--- config.mk ---
export PLATFORM = sky130hd
export DESIGN_NAME = counter_ctrl
export DESIGN_NICKNAME = d
export VERILOG_FILES = /design/src/rtl/counter_pkg.sv /design/src/rtl/counter_ctrl.sv
export SDC_FILE = /design/constraint.sdc
export NUM_CORES = 1
export LEC_CHECK = 0
export BUFFER_PORTS_ARGS = -buffer_cell sky130_fd_sc_hd__clkbuf_2
export CORE_MARGIN = 2
export CORE_UTILIZATION = 53
export CTS_CLUSTER_SIZE = 40
export DETAILED_ROUTE_END_ITERATION = 10
export GPL_TIMING_DRIVEN = 0
export HOLD_SLACK_MARGIN = 0.03
export PLACE_DENSITY = 0.84
export SYNTH_ARGS = -nofsm -noshare
export SYNTH_HDL_FRONTEND = slang
export SYNTH_SLANG_ARGS = --single-unit
--- constraint.sdc ---
create_clock -name clk -period 2.5 [get_ports clk]
set_input_delay 0 -clock clk [delete_from_list [all_inputs] [get_ports clk]]
set_output_delay 0 -clock clk [all_outputs]
set_load 0.02 [all_outputs]
--- src/rtl/counter_pkg.sv ---
// Shared definitions for the counter sequencing controller.
//
// Contents:
//   state_t         controller state: IDLE, CLR, RUN (2-bit encoding)
//   DEFAULT_W       default width of the controlled up-counter
//   DEFAULT_RPT_W   default width of the repeat-count field / passes_left
package counter_pkg;

    localparam int DEFAULT_W     = 4;
    localparam int DEFAULT_RPT_W = 8;

    typedef enum logic [1:0] {
        IDLE = 2'd0,
        CLR  = 2'd1,
        RUN  = 2'd2
    } state_t;

endpackage

--- src/rtl/counter_ctrl.sv ---
// Sequencing controller for a shared W-bit up-counter.
//
// The controller clears the counter, then lets it count up to a limit that is
// latched at start. The counter stops there. The clear-and-count pass repeats
// repeat_n times, or forever in periodic mode. Passes end early only on abort.
//
// Ports:
//   clk          system clock, rising edge
//   rst          asynchronous active-low reset
//   start        begin a job (accepted only while idle)
//   abort        return to idle from any state, no completion pulses
//   pause        holds the counter while running
//   limit        terminal count, latched on start
//   repeat_n     number of passes, latched on start (0 means 1)
//   periodic     latched on start; 1 = repeat passes until abort
//   cnt_q        current value of the controlled counter
//   cnt_clr      synchronous clear to the counter
//   cnt_en       count enable to the counter
//   busy         high whenever not idle
//   pass_done    1-cycle pulse after each completed pass
//   done         1-cycle pulse after the final pass
//   passes_left  passes remaining, including the current one
module counter_ctrl
    import counter_pkg::*;
#(
    parameter int W     = DEFAULT_W,
    parameter int RPT_W = DEFAULT_RPT_W
) (
    input  logic             clk,
    input  logic             rst,
    input  logic             start,
    input  logic             abort,
    input  logic             pause,
    input  logic [W-1:0]     limit,
    input  logic [RPT_W-1:0] repeat_n,
    input  logic             periodic,
    input  logic [W-1:0]     cnt_q,
    output logic             cnt_clr,
    output logic             cnt_en,
    output logic             busy,
    output logic             pass_done,
    output logic             done,
    output logic [RPT_W-1:0] passes_left
);

    state_t           state;
    state_t           next_state;
    logic [W-1:0]     limit_r;
    logic             periodic_r;
    logic             term;
    logic             last_pass;
    logic             load;
    logic             end_pass;
    logic             end_job;
    logic [RPT_W-1:0] rpt_eff;

    // A repeat count of zero runs a single pass.
    assign rpt_eff   = (repeat_n == '0) ? RPT_W'(1) : repeat_n;
    assign term      = (cnt_q == limit_r);
    // Written as <= so that passes_left can never wrap below zero.
    assign last_pass = (passes_left <= RPT_W'(1));

    // Next-state logic. Priority in RUN is abort, then terminal count.
    // Pause affects only the count enable.
    always_comb begin
        next_state = state;
        load       = 1'b0;
        end_pass   = 1'b0;
        end_job    = 1'b0;
        case (state)
            IDLE: begin
                if (start && !abort) begin
                    next_state = CLR;
                    load       = 1'b1;
                end
            end
            CLR: begin
                next_state = abort ? IDLE : RUN;
            end
            RUN: begin
                if (abort) begin
                    next_state = IDLE;
                end else if (term) begin
                    end_pass = 1'b1;
                    if (periodic_r) begin
                        next_state = CLR;
                    end else if (last_pass) begin
                        next_state = IDLE;
                        end_job    = 1'b1;
                    end else begin
                        next_state = CLR;
                    end
                end
            end
            default: begin
                next_state = IDLE;
            end
        endcase
    end

    // Counter controls are decoded combinationally. The enable drops on the
    // terminal count so that the counter holds at the limit.
    always_comb begin
        cnt_clr = (state == CLR);
        cnt_en  = (state == RUN) && !pause && !abort && !term;
        busy    = (state != IDLE);
    end

    // State, the job parameters latched on start, and the registered pulses.
    always_ff @(posedge clk or negedge rst) begin
        if (!rst) begin
            state       <= IDLE;
            limit_r     <= '0;
            periodic_r  <= 1'b0;
            passes_left <= '0;
            pass_done   <= 1'b0;
            done        <= 1'b0;
        end else begin
            state     <= next_state;
            pass_done <= end_pass;
            done      <= end_job;
            if (load) begin
                limit_r    <= limit;
                periodic_r <= periodic;
            end
            if (abort) begin
                passes_left <= '0;
            end else if (load) begin
                passes_left <= rpt_eff;
            end else if (end_pass && !periodic_r) begin
                passes_left <= last_pass ? '0 : passes_left - RPT_W'(1);
            end
        end
    end

endmodule

# --- Word-level counts from Yosys, hierarchy flattened ---
# Index checks and enable logic that the tools add are counted.
word_totals:
  reg_bits: 17
  wordCells: 49
op_classes:
  addsub: 1
  n_lt_le_gt_ge: 1
  n_eq_ne: 5
  muxes: 22
  n_reduce_logical: 14
op_table:
  columns: ["operator", "count"]
  rows:
  - ["8-bit two-way mux", 5]
  - ["1-bit two-way mux", 12]
  - ["8-bit by 1-bit <= comparator with 1-bit output, second input constant", 1]
  - ["8-bit logical NOT", 1]
  - ["2-bit two-way mux", 4]
  - ["8-bit by 1-bit subtractor with 8-bit output, second input constant", 1]
  - ["2-bit one-hot mux with 3 select lines", 1]
  - ["1-bit logical AND", 5]
  - ["4-bit equality test", 1]
  - ["1-bit logical NOT", 4]
  - ["3-bit inequality test, second input constant", 1]
  - ["3-bit nonzero test", 1]
  - ["2-bit by 1-bit equality test with 1-bit output, second input constant", 1]
  - ["2-bit equality test, second input constant", 1]
  - ["2-bit logical NOT", 1]
  - ["2-bit inequality test, second input constant", 1]
  - ["2-bit AND reduction", 1]
  - ["2-bit nonzero test", 1]

# --- Logic depth before layout (Yosys ltp) ---
depth:
  ltp_word: 8
  depth_mapped: 7
  ltp_nobuf: 7

# --- Least setup slack after synthesis ---
# Ideal clock, no wire load.
synth_timing:
  kind: "register to register"
  start: "register passes_left[0]"
  end: "register passes_left[5]"
  setup_time_ns: 0.078
  t_arrival_ns: 1.818
  t_required_ns: 2.422
  setup_slack_ns: 0.605
  path_stages_with_launch: 8
  n_path_buf: 0
  cell_sequence: "dfrtp_1 inv_1 ha_1 or2_1 a311o_2 nor4_1 a21oi_1 o2bb2ai_1"
synth_between:
  elab_chain_len: 5
  elab_cells_between_ends: 6
  classes_between: "add/sub: 1; order compare: 1; mux: 4"
synth_lines:
  columns: ["item", "line", "source"]
  rows:
  - ["start, declared", "counter_ctrl.sv:43", "output logic [RPT_W-1:0] passes_left"]
  - ["start signal, assigned", "counter_ctrl.sv:129", "passes_left <= rpt_eff;"]
  - ["start signal, assigned", "counter_ctrl.sv:131", "passes_left <= last_pass ? '0 : passes_left - RPT_W'(1);"]
  - ["8-bit by 1-bit subtractor with 8-bit output or 8-bit by 1-bit <= comparator with 1-bit output (tied branches)", "counter_ctrl.sv:131, counter_ctrl.sv:61", null]
  - ["8-bit two-way mux (*)", "counter_ctrl.sv:131", null]
  - ["8-bit two-way mux (*)", "counter_ctrl.sv:130", "end else if (end_pass && !periodic_r) begin"]
  - ["8-bit two-way mux (*)", "counter_ctrl.sv:128", "end else if (load) begin"]
  - ["8-bit two-way mux (*)", "counter_ctrl.sv:126", "if (abort) begin"]
# Every way passes the cells marked *; elsewhere a longest branch is shown, timed or not. The select of a mux whose other input is x is not followed.
# A chain may end at the register's enable or synchronous reset.

# --- Final worst setup path ---
# Ends and elaborated chain as after synthesis.

==> results.txt <==
status -> completed
detailed-route via count -> 1025
CP Class -> reg -> reg
Max Cap Viol -> 0
DIE AREA -> 2322 um2
Syn Inst Count -> 104
Setup WS pre-CTS -> 583.1 ps
First DRT Iteration DRCs -> 31
# nets final -> 176
P per Cell Area -> 806.3 nW/um2
number of synthesized flops with an enable pin -> 0
synthesized area per cell -> 9.949 um2
achievable frequency -> 513.5 MHz
Die Y -> 48.19 um
Pint -> 629.6 uW
Die W -> 48.19 um
remaining antenna violation count -> 0
min setup slack post-route -> 552.5 ps
setup bufs post-CTS -> 0
GPL Wtd Cong -> 0.8431
CTS Buf Count -> 3
Overall Power -> 1096 uW
worst vdd ir -> 497.5 uV
Synth Flop Type -> dfrtp_1
layout cells sized above 1 -> 0.3311
Post-Syn Area -> 1035 um2
async set-reset flop share out of synthesis -> 1.000
DRC Markers -> 0
Worst EP arrival -> 2170 ps
Clock Pin Slew Worst Setup and Hold Paths -> 100 ps
vias in the first global route -> 906
post-CTS sizing -> 0
diode count -> 0
skew final -> 1.368 ps
DP Wirelength -> 1.864 mm
GRT overflow -> 0
drt first pass iters -> 4
#FFs+latches synth -> 17
classification of the worst-slack hold path -> in -> reg
input/output buffers -> 33
initial core utilization -> 0.5804
TritonCTS clock tree -> yes
Layout Cells excl Fill -> 176
worst-skew pair later-pin latency -> 290 ps
TritonCTS Sinks -> 17
Total GRT Usage -> 0.2523
Pleak -> 0.0006343 uW
Setup Viol. Count Final -> 0
CP max stage delay -> 460 ps
num rows -> 15
Layout area overhead -> 31.32%
post-route setup TNS -> 0 ps
crit start category -> register
Vias/cell -> 5.824
clock power share -> 0.136
drt total wl -> 2.480 mm
Hold WS -> 46.36 ps
crit path max-delay cell type -> dfrtp_1
global-route wire length before repair -> 4.091 mm
initial antenna violation count -> 0
DR WL/cell -> 14.09 um
Rel. slew slack -> 0.6173
H-tree depth reported by CTS -> 1
syn nets -> 128
hold buffer count at cts -> 10
most common cell after layout, fill and taps aside -> clkbuf_2
top cell type's share of synthesized area -> 0.4111
fin. max-slew vios -> 0
kind of end point of the critical path -> register
Seq/Total Area, Yosys -> 0.4111
worst-path cell chain -> inv_1 -> ha_1 -> or2_1 -> a311o_2 -> nor4_1 -> a21oi_1 -> o2bb2ai_1
sequential share of power -> 0.403
cell family with most CP delay -> compound AO/OA/AOI/OAI gates
RSZ-0062 raised after global routing -> no
final hold vios -> 0
Clock Tree Root -> clkbuf_4
YS warnings -> 0
Period minus WS final -> 1948 ps
Logic pwr share -> 0.461
fin crit share -> 0.7790
worst path bufs/invs -> 1
worst-path fanout max -> 6
IO Pins -> 35
Worst-Margin Slew -> 571.6 ps
leading area contributor after synthesis -> dfrtp_1
Placed Cells -> 162
Unique masters post-synth -> 43
largest net degree at the start of global routing -> 18
most frequent cells in the layout -> 33 x clkbuf_2, 17 x dfrtp_1, 12 x nor2_1, 10 x dlygate4sd3_1, 8 x nand2_1
P_sw -> 466.0 uW
clock buffer depth -> 2
dominant cells by area after synthesis -> dfrtp_1 41%, mux2_1 5.4%, nor2_1 4.4%
Core Area -> 1783 um2
switch share -> 0.4253
Req. time, crit path -> 2720 ps
final timing paths:
kind / startpoint / to / slack [ps] / cells past startpoint
worst max-delay path: passes_left[0] / passes_left[5] / 550 / 7
worst min-delay path: repeat_n[0] / passes_left[0] / 50 / 4
worst max register to register: passes_left[0] / passes_left[5] / 550 / 7
worst min register to register: limit_r[2] / limit_r[2] / 520 / 1
max in group asynchronous: rst / passes_left[4] / 2050 / 2
min in group asynchronous: rst / limit_r[1] / 160 / 2
registers in the layout, summed over array words and instances, names as in the netlist:
register,cells
passes_left,8
limit_r,4
pass_done,1
done,1
periodic_r,1
state,2
logic make-up after synthesis:
group | after synthesis | share of synthesized area
AND/OR/NAND/NOR | 41 | 0.2322
AO/OA/AOI/OAI | 26 | 0.1995
flip-flops | 17 | 0.4111
buffers and inverters | 8 | 0.03506
multiplexers | 6 | 0.06408
XOR/XNOR | 4 | 0.03385
adder cells (fa/ha/maj) | 2 | 0.02418
worst reg2reg max path, stage by stage, from the launching register on:
cell and delay (ps):
dfrtp_1 460, inv_1 90, ha_1 250, or2_1 270
a311o_2 360, nor4_1 240, a21oi_1 60, o2bb2ai_1 140
layer usage:
layer | track usage | routed length [um] | up-vias
met3 | 0.07778 | 181 | 4
met1 | 0.3372 | 1037 | 478
li1 | - | - | 486
met2 | 0.3868 | 1233 | 57
met4 | 0.08649 | 28 | 0
met5 | 0 | 0 | -
Yosys cell counts, types with 2 or more instances:
| cell | count |
|---|---|
| or4_1 | 2 |
| nand2_1 | 8 |
| o22ai_1 | 2 |
| inv_1 | 4 |
| a21oi_1 | 4 |
| nand3_1 | 4 |
| o41ai_1 | 3 |
| o21ai_0 | 2 |
| a31o_1 | 2 |
| nor4_1 | 3 |
| buf_2 | 2 |
| nor2_1 | 12 |
| mux2_1 | 5 |
| nor3_2 | 2 |
| ha_1 | 2 |
| dfrtp_1 | 17 |
| xnor2_1 | 4 |
area by class of cell:
cell class / instances / area, um2
multi-input combinational: 79 / 573.1
sequential: 17 / 425.4
fill: 132 / 424.2
timing repair buffer: 43 / 265.3
tap: 25 / 31.28
clock buffer: 3 / 22.52
inverter: 5 / 18.77
buffer: 3 / 17.52
clock inverter: 1 / 5.005
power groups by stage:
stage / combinational (uW) / clock, uW / sequential [uW]
6_report: 506 / 149 / 441
5_1_grt: 564 / 167 / 456
4_1_cts: 505 / 151 / 441
3_5_place_dp: 491 / 0 / 447
3_3_place_gp: 480 / 0 / 438
2_1_floorplan: 327 / 0 / 464
metrics by stage:
| step | utilization | area, um2 |
|---|---|---|
| global route | 0.7621 | 1359 |
| CTS | 0.7621 | 1359 |
| floorplan | - | 1035 |
| global placement | 0.6905 | 1231 |
| detailed placement | 0.6905 | 1231 |
| finish | 0.7621 | 1359 |
(Power assumes the default switching activity.)
